[src/rtl/uart_pkg.sv]
// Shared UART definitions used by the transmitter and the 16x-oversampled receiver.
package uart_pkg;

    localparam int UART_DATA_BITS     = 8;
    localparam int UART_TICKS_PER_BIT = 16;

    typedef enum logic [2:0] {
        UART_TX_IDLE   = 3'd0,
        UART_TX_START  = 3'd1,
        UART_TX_DATA   = 3'd2,
        UART_TX_STOP   = 3'd3,
        UART_TX_PARITY = 3'd4
    } uart_tx_state_e;

    // Even parity when odd=0; inverted for odd parity.
    function automatic logic uart_parity(input logic [UART_DATA_BITS-1:0] data,
                                         input logic odd);
        return (^data) ^ odd;
    endfunction

endpackage

[src/rtl/uart_tx_fifo.sv]
// Synchronous show-ahead FIFO with sync active-low reset; DEPTH must be a power of 2 (>= 2).
module uart_tx_fifo #(
    parameter int WIDTH = 8,
    parameter int DEPTH = 4
) (
    input  logic             clk_i,
    input  logic             rst_ni,
    input  logic             push_i,
    input  logic             pop_i,
    input  logic [WIDTH-1:0] wdata_i,
    output logic [WIDTH-1:0] rdata_o,
    output logic             full_o,
    output logic             empty_o
);

    localparam int AW = (DEPTH > 1) ? $clog2(DEPTH) : 1;
    localparam int CW = AW + 1;

    logic [WIDTH-1:0] mem_q [DEPTH];
    logic [AW-1:0]    wr_ptr_q;
    logic [AW-1:0]    rd_ptr_q;
    logic [CW-1:0]    count_q;
    logic [CW-1:0]    count_d;
    logic             full_q;
    logic             empty_q;
    logic             do_push;
    logic             do_pop;

    // A write while full is dropped; simultaneous push/pop leaves the count alone.
    assign do_push = push_i && !full_q;
    assign do_pop  = pop_i && !empty_q;

    always_comb begin
        count_d = count_q;
        case ({do_push, do_pop})
            2'b10:   count_d = count_q + CW'(1);
            2'b01:   count_d = count_q - CW'(1);
            default: count_d = count_q;
        endcase
    end

    always_ff @(posedge clk_i) begin
        if (do_push) begin
            mem_q[wr_ptr_q] <= wdata_i;
        end
    end

    always_ff @(posedge clk_i) begin
        if (!rst_ni) begin
            wr_ptr_q <= '0;
            rd_ptr_q <= '0;
            count_q  <= '0;
            full_q   <= 1'b0;
            empty_q  <= 1'b1;
        end else begin
            if (do_push) begin
                wr_ptr_q <= wr_ptr_q + AW'(1);
            end
            if (do_pop) begin
                rd_ptr_q <= rd_ptr_q + AW'(1);
            end
            count_q <= count_d;
            full_q  <= (count_d == CW'(DEPTH));
            empty_q <= (count_d == '0);
        end
    end

    assign rdata_o = mem_q[rd_ptr_q];
    assign full_o  = full_q;
    assign empty_o = empty_q;

endmodule

[src/rtl/uart_transmitter.sv]
// 8N1 UART transmitter, LSB first, fed by a small write FIFO and paced by a 16x baud enable.
// Define UART_TX_PARITY_EN to insert a parity bit (PARITY_ODD selects odd parity).
module uart_transmitter
    import uart_pkg::*;
#(
    parameter int FIFO_DEPTH    = 4,
    parameter int TICKS_PER_BIT = UART_TICKS_PER_BIT
`ifdef UART_TX_PARITY_EN
    ,
    parameter logic PARITY_ODD  = 1'b0
`endif
) (
    input  logic                      sys_clk,
    input  logic                      sys_rst_n,
    input  logic                      tx_clk_en,
    input  logic [UART_DATA_BITS-1:0] tx_data,
    input  logic                      tx_wr,
    output logic                      tx_full,
    output logic                      tx_empty,
    output logic                      tx_busy,
    output logic                      tx,
    output logic [2:0]                tx_state_dbg
);

    localparam int TW = (TICKS_PER_BIT > 1) ? $clog2(TICKS_PER_BIT) : 1;
    localparam int BW = $clog2(UART_DATA_BITS);

    uart_tx_state_e            state_q;
    logic [TW-1:0]             tick_q;
    logic [BW-1:0]             bit_idx_q;
    logic [UART_DATA_BITS-1:0] shift_q;
    logic                      tx_q;
    logic                      busy_q;
`ifdef UART_TX_PARITY_EN
    logic                      parity_q;
`endif

    logic [UART_DATA_BITS-1:0] fifo_rdata;
    logic                      fifo_empty;
    logic                      fifo_full;
    logic                      fifo_pop;
    logic                      tick_end;

    assign tick_end = (tick_q == TW'(TICKS_PER_BIT - 1));

    // The FSM pops on the same enable edge that drives the start bit, either from
    // IDLE or straight out of the last stop tick for gapless back-to-back frames.
    assign fifo_pop = tx_clk_en && !fifo_empty &&
                      ((state_q == UART_TX_IDLE) || ((state_q == UART_TX_STOP) && tick_end));

    uart_tx_fifo #(
        .WIDTH (UART_DATA_BITS),
        .DEPTH (FIFO_DEPTH)
    ) u_fifo (
        .clk_i   (sys_clk),
        .rst_ni  (sys_rst_n),
        .push_i  (tx_wr),
        .pop_i   (fifo_pop),
        .wdata_i (tx_data),
        .rdata_o (fifo_rdata),
        .full_o  (fifo_full),
        .empty_o (fifo_empty)
    );

    always_ff @(posedge sys_clk) begin
        if (!sys_rst_n) begin
            state_q   <= UART_TX_IDLE;
            tick_q    <= '0;
            bit_idx_q <= '0;
            shift_q   <= '0;
            tx_q      <= 1'b1;
            busy_q    <= 1'b0;
`ifdef UART_TX_PARITY_EN
            parity_q  <= 1'b0;
`endif
        end else if (tx_clk_en) begin
            tick_q <= tick_end ? '0 : tick_q + TW'(1);
            case (state_q)
                UART_TX_IDLE: begin
                    tick_q <= '0;
                    tx_q   <= 1'b1;
                    busy_q <= 1'b0;
                    if (fifo_pop) begin
                        shift_q <= fifo_rdata;
`ifdef UART_TX_PARITY_EN
                        parity_q <= uart_parity(fifo_rdata, PARITY_ODD);
`endif
                        tx_q    <= 1'b0;
                        busy_q  <= 1'b1;
                        state_q <= UART_TX_START;
                    end
                end
                UART_TX_START: begin
                    if (tick_end) begin
                        tx_q      <= shift_q[0];
                        bit_idx_q <= '0;
                        state_q   <= UART_TX_DATA;
                    end
                end
                UART_TX_DATA: begin
                    if (tick_end) begin
                        if (bit_idx_q != BW'(UART_DATA_BITS - 1)) begin
                            shift_q   <= shift_q >> 1;
                            tx_q      <= shift_q[1];
                            bit_idx_q <= bit_idx_q + BW'(1);
                        end else begin
`ifdef UART_TX_PARITY_EN
                            tx_q    <= parity_q;
                            state_q <= UART_TX_PARITY;
`else
                            tx_q    <= 1'b1;
                            state_q <= UART_TX_STOP;
`endif
                        end
                    end
                end
`ifdef UART_TX_PARITY_EN
                UART_TX_PARITY: begin
                    if (tick_end) begin
                        tx_q    <= 1'b1;
                        state_q <= UART_TX_STOP;
                    end
                end
`endif
                UART_TX_STOP: begin
                    if (tick_end) begin
                        if (fifo_pop) begin
                            shift_q <= fifo_rdata;
`ifdef UART_TX_PARITY_EN
                            parity_q <= uart_parity(fifo_rdata, PARITY_ODD);
`endif
                            tx_q    <= 1'b0;
                            state_q <= UART_TX_START;
                        end else begin
                            tx_q    <= 1'b1;
                            busy_q  <= 1'b0;
                            state_q <= UART_TX_IDLE;
                        end
                    end
                end
                default: begin
                    tick_q  <= '0;
                    tx_q    <= 1'b1;
                    busy_q  <= 1'b0;
                    state_q <= UART_TX_IDLE;
                end
            endcase
        end
    end

    assign tx           = tx_q;
    assign tx_busy      = busy_q;
    assign tx_full      = fifo_full;
    assign tx_empty     = fifo_empty;
    assign tx_state_dbg = state_q;

endmodule
[config.mk]
export PLATFORM = sky130hd
export DESIGN_NAME = uart_transmitter
export DESIGN_NICKNAME = d
export VERILOG_FILES = /design/src/rtl/uart_pkg.sv /design/src/rtl/uart_tx_fifo.sv /design/src/rtl/uart_transmitter.sv
export SDC_FILE = /design/constraint.sdc
export NUM_CORES = 1
export LEC_CHECK = 0
export ABC_AREA = 0
export ABC_CLOCK_PERIOD_IN_PS = 6900
export CAP_MARGIN = 15
export CORE_ASPECT_RATIO = 0.5
export CORE_MARGIN = 4
export CORE_UTILIZATION = 63
export CTS_CLUSTER_SIZE = 28
export DETAILED_ROUTE_END_ITERATION = 6
export GPL_TIMING_DRIVEN = 0
export PLACE_DENSITY_LB_ADDON = 0.2
export SKIP_LAST_GASP = 1
export SYNTH_ARGS = -nofsm -noshare
export SYNTH_HDL_FRONTEND = slang
export SYNTH_HIERARCHICAL = 1
export SYNTH_SLANG_ARGS = --single-unit
[constraint.sdc]
create_clock -name sys_clk -period 6.9 [get_ports sys_clk]
set_input_delay 0.69 -clock sys_clk [delete_from_list [all_inputs] [get_ports sys_clk]]
set_output_delay 0.69 -clock sys_clk [all_outputs]
set_load 0.02 [all_outputs]
# ---- Word level (Yosys, flattened, before mapping)
# Memory sizes are Yosys's and may differ from the RTL's. A register that Yosys moved wholly into a read port is not among the register bits.
# Index checks and enable logic that the tools add are counted.
dict set report classes {
  n_bitwise 1
  n_addsub 6
  n_mux 33
  eq_ne 15
  n_reduce_logical 19
}
# operator n
set op_table {}
lappend op_table {{2-to-1 mux 8 bit} 4}
lappend op_table {{2-to-1 mux 3 bit} 8}
lappend op_table {{one-hot mux 8 bit (3 select lines)} 1}
lappend op_table {{!= test 2 bit (second input constant)} 6}
lappend op_table {{one-hot mux 3 bit (2 select lines)} 2}
lappend op_table {{one-hot mux 3 bit (4 select lines)} 1}
lappend op_table {{2-to-1 mux 1 bit} 11}
lappend op_table {{AND reduction 5 bit} 2}
lappend op_table {{2-to-1 mux 4 bit} 2}
lappend op_table {{AND reduction 4 bit} 2}
lappend op_table {{adder 3 x 1 -> 3 bit (second input constant)} 2}
lappend op_table {{== test 3 x 2 -> 1 bit (second input constant)} 2}
lappend op_table {{logical NOT 3 bit} 2}
lappend op_table {{AND reduction 6 bit} 1}
lappend op_table {{logical AND 1 bit} 5}
lappend op_table {{adder 2 x 1 -> 2 bit (second input constant)} 2}
lappend op_table {{adder 4 x 1 -> 4 bit (second input constant)} 1}
lappend op_table {{== test 4 bit (second input constant)} 1}
lappend op_table {{2-to-1 mux 2 bit} 2}
lappend op_table {{one-hot mux 1 bit (4 select lines)} 1}
lappend op_table {{== test 3 x 1 -> 1 bit (second input constant)} 1}
lappend op_table {{== test 3 bit (second input constant)} 1}
lappend op_table {{!= test 3 bit (second input constant)} 1}
lappend op_table {{one-hot mux 1 bit (3 select lines)} 1}
lappend op_table {{other kinds (11)} 12}
dict set report totals {
  reg_bits 29
  input_bits 12
  memories 1
  out_inout_bits 7
  mem_bits_rw 32
}
# name depth width rd rd_clocked_by_memory_dff wr line_no
set mem_list {}
lappend mem_list {u_fifo.mem_q 4 8 1 1 1 uart_tx_fifo.sv:19} ;# logic [WIDTH-1:0] mem_q [DEPTH];

# ---- Longest topological paths before layout
# Gate-level depths: netlist of the first run.
dict set report depth {
  ltp_word 8
  depth_mapped 11
  ltp_nobuf 11
}

# ---- Modules after synthesis
# The synthesis of the first run kept the hierarchy.
# module seq_area_each_um2 cells_per_inst area_each_um2 n_inst
set by_module_without_submodules {}
lappend by_module_without_submodules {uart_tx_fifo 1181.1 96 1712.9 1}
lappend by_module_without_submodules {uart_transmitter 380.4 124 1123.6 1}

# ---- Least setup slack after synthesis of the first run
# No wires, ideal clock.
dict set report synth_path {
  kind {input to register}
  start {input tx_clk_en}
  end {register u_fifo.full_q, in the netlist u_fifo/full_o}
  cell_stages 10
  required_time_ns 6.781
  setup_slack_ns 4.039
  t_arrival_ns 2.743
  path_cell_list {buf_2 -> nand3b_1 -> o21ai_0 -> nor2b_1 -> ha_1 -> inv_1 -> fa_1 -> xor2_1 -> o21a_1 -> o221a_1}
}
dict set report synth_between {
  elab_chain_cells 6
  elab_cells_between_ends 7
  classes_between {eq/ne: 3; mux: 1; reduce/logical: 3}
}
# item line_no
set synth_rtl {}
lappend synth_rtl {{from (decl)} uart_transmitter.sv:15} ;# input logic tx_clk_en,
lappend synth_rtl {{logical AND 1 bit * (2 in a row)} uart_transmitter.sv:48} ;# assign fifo_pop = tx_clk_en && !fifo_empty &&
lappend synth_rtl {{via fifo_pop} uart_transmitter.sv:41} ;# logic fifo_pop;
lappend synth_rtl {{logical AND 1 bit *} uart_tx_fifo.sv:31} ;# assign do_pop = pop_i && !empty_q;
lappend synth_rtl {{== test 2 x 1 -> 1 bit / == test 2 bit (equally long branches)} uart_tx_fifo.sv:35} ;# case ({do_push, do_pop})
lappend synth_rtl {{one-hot mux 3 bit (2 select lines) *} uart_tx_fifo.sv:35}
lappend synth_rtl {{== test 3 bit *} uart_tx_fifo.sv:63} ;# full_q <= (count_d == CW'(DEPTH));
lappend synth_rtl {{to (signal assigned)} uart_tx_fifo.sv:63}
lappend synth_rtl {{to (decl)} uart_tx_fifo.sv:24} ;# logic full_q;
# The timed path passes the listed nets; every way through them passes the cells marked *.
# A chain may end at the register's enable or synchronous reset.

# ---- Worst setup path in the final report of the first run
# Same ends and word-level chain as after synthesis.

==> results of run 1 <==
worst min-delay path by stage:
stage | to | from | slack [ps]
2_1_floorplan | shift_q[7] | shift_q[7] | 440
3_3_place_gp | shift_q[7] | shift_q[7] | 450
3_5_place_dp | shift_q[7] | shift_q[7] | 460
4_1_cts | shift_q[7] | shift_q[7] | 470
5_1_grt | shift_q[7] | shift_q[7] | 510
6_report | shift_q[7] | shift_q[7] | 460
sequential cells by signal, summed over array words and instances (netlist names), named ones only:
signal and cells:
bit_idx_q 3, shift_q 8, tick_q 4, tx 1, tx_busy 1, tx_state_dbg 2
u_fifo/count_q 3, u_fifo/empty_o 1, u_fifo/full_o 1, u_fifo/mem_q 32, u_fifo/rd_ptr_q 2, u_fifo/wr_ptr_q 2
per-layer routing:
metal | vias to the layer above | track usage [%] | share of wire, %
li1 | 881 | - | -
met1 | 881 | 26.8 | 47
met2 | 50 | 31.8 | 47
met3 | 6 | 6.91 | 5.3
met4 | 0 | 6.64 | 0.98
met5 | - | 0 | 0
layout by cell type, fill, tap and decap left out, types with 3 or more instances in the layout:
cell type,n
o21ai_0,8
clkinv_4,3
nor2b_1,3
inv_1,11
nand2b_1,3
and2_1,11
ha_1,12
xnor2_1,3
a21oi_1,17
nand3b_1,5
mux4_2,8
nand2_1,8
nor2_1,7
buf_2,3
mux2i_1,10
a311oi_1,7
o21a_1,3
dfxtp_1,30
clkdlybuf4s50_1,17
nor3_1,3
edfxtp_1,32
clkbuf_8,10
synth_stat cells (7+ instances only):
master     n  share of area (%)
edfxtp_1  32                 34
dfxtp_1   30                 21
a21oi_1   17                3.0
ha_1      12                5.3
and2_1    11                2.4
inv_1     11                1.5
mux2i_1   10                3.5
mux4_2     8                6.4
nand2_1    8                1.1
o21ai_0    8                1.4
a311oi_1   7                2.2
nor2_1     7               0.93
power groups by stage:
stage / combinational, mW / clock [mW] / sequential [mW]
4_1_cts: 0.143 / 0.281 / 0.427
5_1_grt: 0.158 / 0.299 / 0.429
6_report: 0.143 / 0.275 / 0.427
2_1_floorplan: 0.0965 / 0 / 0.436
3_5_place_dp: 0.142 / 0 / 0.434
3_3_place_gp: 0.136 / 0 / 0.432
kinds of logic (layout without fill, tap and decap cells):
logic type	after synthesis	in the layout	share of synthesized area, %
muxes	18	18	9.88
xor gates and xnor gates	5	5	1.54
other	1	1	0.132
AOI/OAI and AO/OA	45	45	11.6
DFF	62	62	55.1
buffers and inverters	22	55	4.10
and+or+nand+nor	54	54	11.7
adders and majority gates	13	13	6.00
tightest hold or removal path, cell delays in order, from the launching register on:
cell and delay, ps:
dfxtp_1 310, nand2_1 50, mux2i_1 60
through the flow:
step / total power [mW] / worst slack [ps]
final: 0.845 / 3500
after global routing: 0.886 / 3340
after CTS: 0.851 / 3490
after detailed placement: 0.577 / 3160
after global placement: 0.568 / 3260
after floorplan: 0.532 / 4040
final cells by class:
cell class                 instances  area, µm²  share of cell area [%]
clock buffer                       9        124                    3.81
sequential                        62       1560                    48.1
clock inverter                     7       51.3                    1.58
tap                               54       67.6                    2.08
inverter                          12       45.0                    1.39
multi-input combinational        136       1160                    35.7
buffer                            10       71.3                    2.19
timing repair buffer              17        170                    5.24
==> impl_metrics.toml, run 1 <==
[power]
swShare_pct = 28.1
pwr-share-clk_pct = 32.6
p_sw_uw = 238
p_comb_share_pct = 16.9
vdd_drop_max_mv = 0.180
p_int_uw = 608
leakage_nw = 1.14
power_density_nw_per_um2 = 260
power_frac_seq_pct = 50.5

[detailed_routing]
ant_nets = 0
wl_per_cell_um = 17.0
drc_errors = 0
first_pass_iters = 4
wl_um = 5220
vias_per_cell = 5.92
drt_iter0_markers = 103
via_count = 1818

[placed_design]
io_buffers = 17
placed_cell_area_um2 = 3070
routabilityCongestion = 0.761
place_hpwl_um = 3720
dp.cells = 291

[finish]
nFillCells = 242
diodes = 0
drive_above_1_share_pct = 15.8
area_growth_pct = 14.6
final_cells = 307
fin_nets = 273
fin_area_um2 = 3250
final_util_pct = 79.2

[clock_network]
cts_root_buffer = "clkbuf_8"
cts_setup_buffers = 0
cts_buffers = 9
clkTransAtPathRegs_ps = 70
insertion_delay_ps = 330
h-tree-depth = 3
cts_resized = 0
cts.path.max_buffers = 2
tritoncts = "yes"
cts_sinks = 62
hold_buffers = 0

[yosys]
synth_nets = 245
async_reset_ff_share_pct = 0
synth_flop_cell = "edfxtp_1"
synth-seq-cells = 62
yosys_warnings = 6
synth_cells = 220
seq_area_frac_synth_pct = 55.1
synth_edf_count = 32
syn_area_um2 = 2840
yosys.cell_types.count = 49
syn_area_per_cell_um2 = 12.9

[floorplan]
rows = 16
die_area_um2 = 5700
core-area_um2 = 4100
dieHeight_um = 55.4
io_pins = 19
initial_core_util_pct = 69.1
die_w_um = 103

[worst_setup_path]
cpPeakStageDelay_ps = 480
rr_startpoint = "tx_state_dbg[1]"
crit_type = "primary input to register"
ff2ff_path_depth = 10
reg2reg_to = "u_fifo/full_o"
endpoint = "u_fifo/full_o"
cp_slowest_cell = "clkdlybuf4s50_1"
crit_family = "compound AO/OA/AOI/OAI gates"
r2r_slack_ps = 3850
cp-end-kind = "register"
path_cells = "clkdlybuf4s50_1 > buf_2 > nand3b_1 > o21ai_0 > nor2b_1 > ha_1 > inv_1 > fa_1 > xor2_1 > o21a_1 > o221a_1"
worstPathArrival_ps = 3630
path_depth = 11
crit_required_ps = 7120
critPathBufInv = 3
cp_max_fo = 10
crit_start = "tx_clk_en"
startpoint_type = "primary input"

[global_routing]
grt_start_max_net_pins = 16
first_global_vias = 1835
antenna_found_initial = 0
grt_pass1_wl_um = 8830
overflow = 0
grt_usage_pct = 20.4

[timing]
relSlewSlack_pct = 61.4
rsz0062_at_grt = "false"
setup_tns_ps = 0
finalHoldViolations = 0
finalSetupViolations = 0
period_share_pct = 49.3
finClkSkew_ps = 6.69
worst_hold_slack_ps = 465
worst_pin_slew_ps = 578
period_minus_slack_ps = 3400
slew_viol_final = 0
clock.fmax_ghz = 0.294

[status]
outcome = "completed"

[job]
drv_cap = 0

[min_path]
whs_path_depth = 2
hold_path_class = "register to register"
(Power assumes the default switching activity.)
==> inputs of run 2 (changes only) <==
--- a/config.mk
+++ b/config.mk
@@ -6,11 +6,11 @@
 export NUM_CORES = 1
 export LEC_CHECK = 0
 export ABC_AREA = 0
-export ABC_CLOCK_PERIOD_IN_PS = 6900
+export ABC_CLOCK_PERIOD_IN_PS = 3200
 export CAP_MARGIN = 15
 export CORE_ASPECT_RATIO = 0.5
 export CORE_MARGIN = 4
-export CORE_UTILIZATION = 63
+export CORE_UTILIZATION = 58
 export CTS_CLUSTER_SIZE = 28
 export DETAILED_ROUTE_END_ITERATION = 6
 export GPL_TIMING_DRIVEN = 0
==> constraint.sdc (replaced) <==
create_clock -name sys_clk -period 3.2 [get_ports sys_clk]
set_input_delay 0.32 -clock sys_clk [delete_from_list [all_inputs] [get_ports sys_clk]]
set_output_delay 0.32 -clock sys_clk [all_outputs]
set_load 0.02 [all_outputs]
==> run 2 against run 1 <==
  * Largest cell class unchanged
  * Sequential power grew 120%
  * Final cell count grew 3.9%
  * Count of clock-buffer cells in the layout is the same
  * Wire length shrank 3.2%
  * Register-to-register slack lost 3600 ps
  * Clock skew grew 1.2 ps
==> impl_metrics.toml, run 2 (synthesis results as in run 1) <==
[detailed_routing]
drc_errors = 0
wl_per_cell_um = 15.8
ant_nets = 0
via_count = 1805
first_pass_iters = 4
drt_iter0_markers = 62
vias_per_cell = 5.66
wl_um = 5050

[timing]
clock.fmax_ghz = 0.338
slew_viol_final = 0
relSlewSlack_pct = 61.5
post-route-worst-setup-slack_ps = 244
setup_tns_ps = 0
finClkSkew_ps = 7.85
worst_pin_slew_ps = 578
period_minus_slack_ps = 2960
worst_hold_slack_ps = 472
period_share_pct = 92.4
finalSetupViolations = 0
finalHoldViolations = 0
rsz0062_at_grt = "false"

[floorplan]
die_area_um2 = 6140
initial_core_util_pct = 62.3
rows = 17
core-area_um2 = 4550
io_pins = 19
die_w_um = 107
dieHeight_um = 57.5

[finish]
regMostFlops = "u_fifo/mem_q"
largest_register_ffs = 32
mostFrequentLayoutCells = "32 x edfxtp_1, 30 x dfxtp_1, 17 x a21oi_1, 17 x clkdlybuf4s50_1, 12 x ha_1"
top_regs = "u_fifo/mem_q (32), shift_q (8), tick_q (4)"
area_growth_pct = 15.9
drive_above_1_share_pct = 15.4
final_util_pct = 72.2
fin_nets = 273
final_common_cell = "edfxtp_1"
diodes = 0

[power]
power_frac_seq_pct = 48.5
pwr-share-clk_pct = 35.2
finalPower_mw = 1.89
p_int_mw = 1.39
p_comb_share_pct = 16.3
p_sw_uw = 504
swShare_pct = 26.6
vdd_drop_max_mv = 0.344
power_density_nw_per_um2 = 576
leakage_nw = 1.14

[worst_setup_path]
crit_type = "primary input to register"
cp-end-kind = "register"
cp_max_fo = 10
crit_required_ps = 3410
worstPathArrival_ps = 3170
startpoint_type = "primary input"

[clock_network]
h-tree-depth = 3
cts_root_buffer = "clkbuf_8"
hold_buffers = 0
cts_buffers = 9
insertion_delay_ps = 330
cts.path.max_buffers = 2
cts_sinks = 62
tritoncts = "yes"
cts_setup_buffers = 0
clkTransAtPathRegs_ps = 70

[placed_design]
routabilityCongestion = 0.795
place_ws_ps = -135
io_buffers = 17
place_hpwl_um = 3400

[global_routing]
antenna_found_initial = 0
grt_pass1_wl_um = 8540
grt_usage_pct = 18.2
grt_start_max_net_pins = 16
overflow = 0
first_global_vias = 1762

[min_path]
hold_path_class = "register to register"

[status]
outcome = "completed"

[job]
drv_cap = 0
==> run 2: cell count changes in the layout (fill, tap and decap cells not counted), sizes merged <==
cell	change
clkinvlp	+1
bufinv	+1
inv	+1
clkinv	-3
==> run 2: what timing repair did <==
action	in CTS	in global routing
gates resized for setup	0	1
hold endpoints to repair	0	0
setup endpoints to repair	0	1
==> run 2: worst max-delay path, cell delays in order <==
cell and delay, ps:
clkdlybuf4s50_1 510, buf_2 220, nand3b_1 190, o21ai_1 260, nor2b_1 270, ha_1 230
inv_1 70, fa_1 400, xor2_1 190, o21a_1 220, o221a_1 280
==> run 2: stage by stage <==
step / instance area, µm² / std cells
after detailed placement: 3090 / 303
final: 3290 / 319
after CTS: 3290 / 319
after floorplan: 2840 / 220
after global routing: 3290 / 319
after global placement: 3090 / 303
==> run 2: final cells by class <==
type                       count  area (µm²)
fill                         329        1260
clock inverter                 7        73.8
multi-input combinational    136        1160
inverter                      12        45.0
buffer                        10        71.3
clock buffer                   9         124
sequential                    62        1560
tap                           66        82.6
timing repair buffer          17         170
==> run 2: worst paths after layout <==
check | start | end | slack, ps | depth (start not counted)
max | tx_clk_en | u_fifo/full_o | 240 | 11
min reg2reg | shift_q[7] | shift_q[7] | 470 | 2
min | shift_q[7] | shift_q[7] | 470 | 2
max reg2reg | tx_state_dbg[1] | u_fifo/full_o | 260 | 10
==> run 2: layer usage <==
| metal | vias up | track usage, % | share of wire [%] |
|---|---|---|---|
| li1 | 878 | - | - |
| met1 | 877 | 22.9 | 47 |
| met2 | 46 | 30.6 | 46 |
| met3 | 4 | 7.23 | 6.1 |
| met4 | 0 | 3.28 | 0.55 |
| met5 | - | 0 | 0 |
==> run 2: power by group through the flow <==
| stage | Clock (mW) | Combinational, mW | Sequential (mW) |
|---|---|---|---|
| after floorplan | 0 | 0.208 | 0.940 |
| after global placement | 0 | 0.293 | 0.932 |
| after detailed placement | 0 | 0.303 | 0.936 |
| after CTS | 0.681 | 0.310 | 0.919 |
| after global routing | 0.722 | 0.339 | 0.926 |
| final | 0.668 | 0.308 | 0.919 |
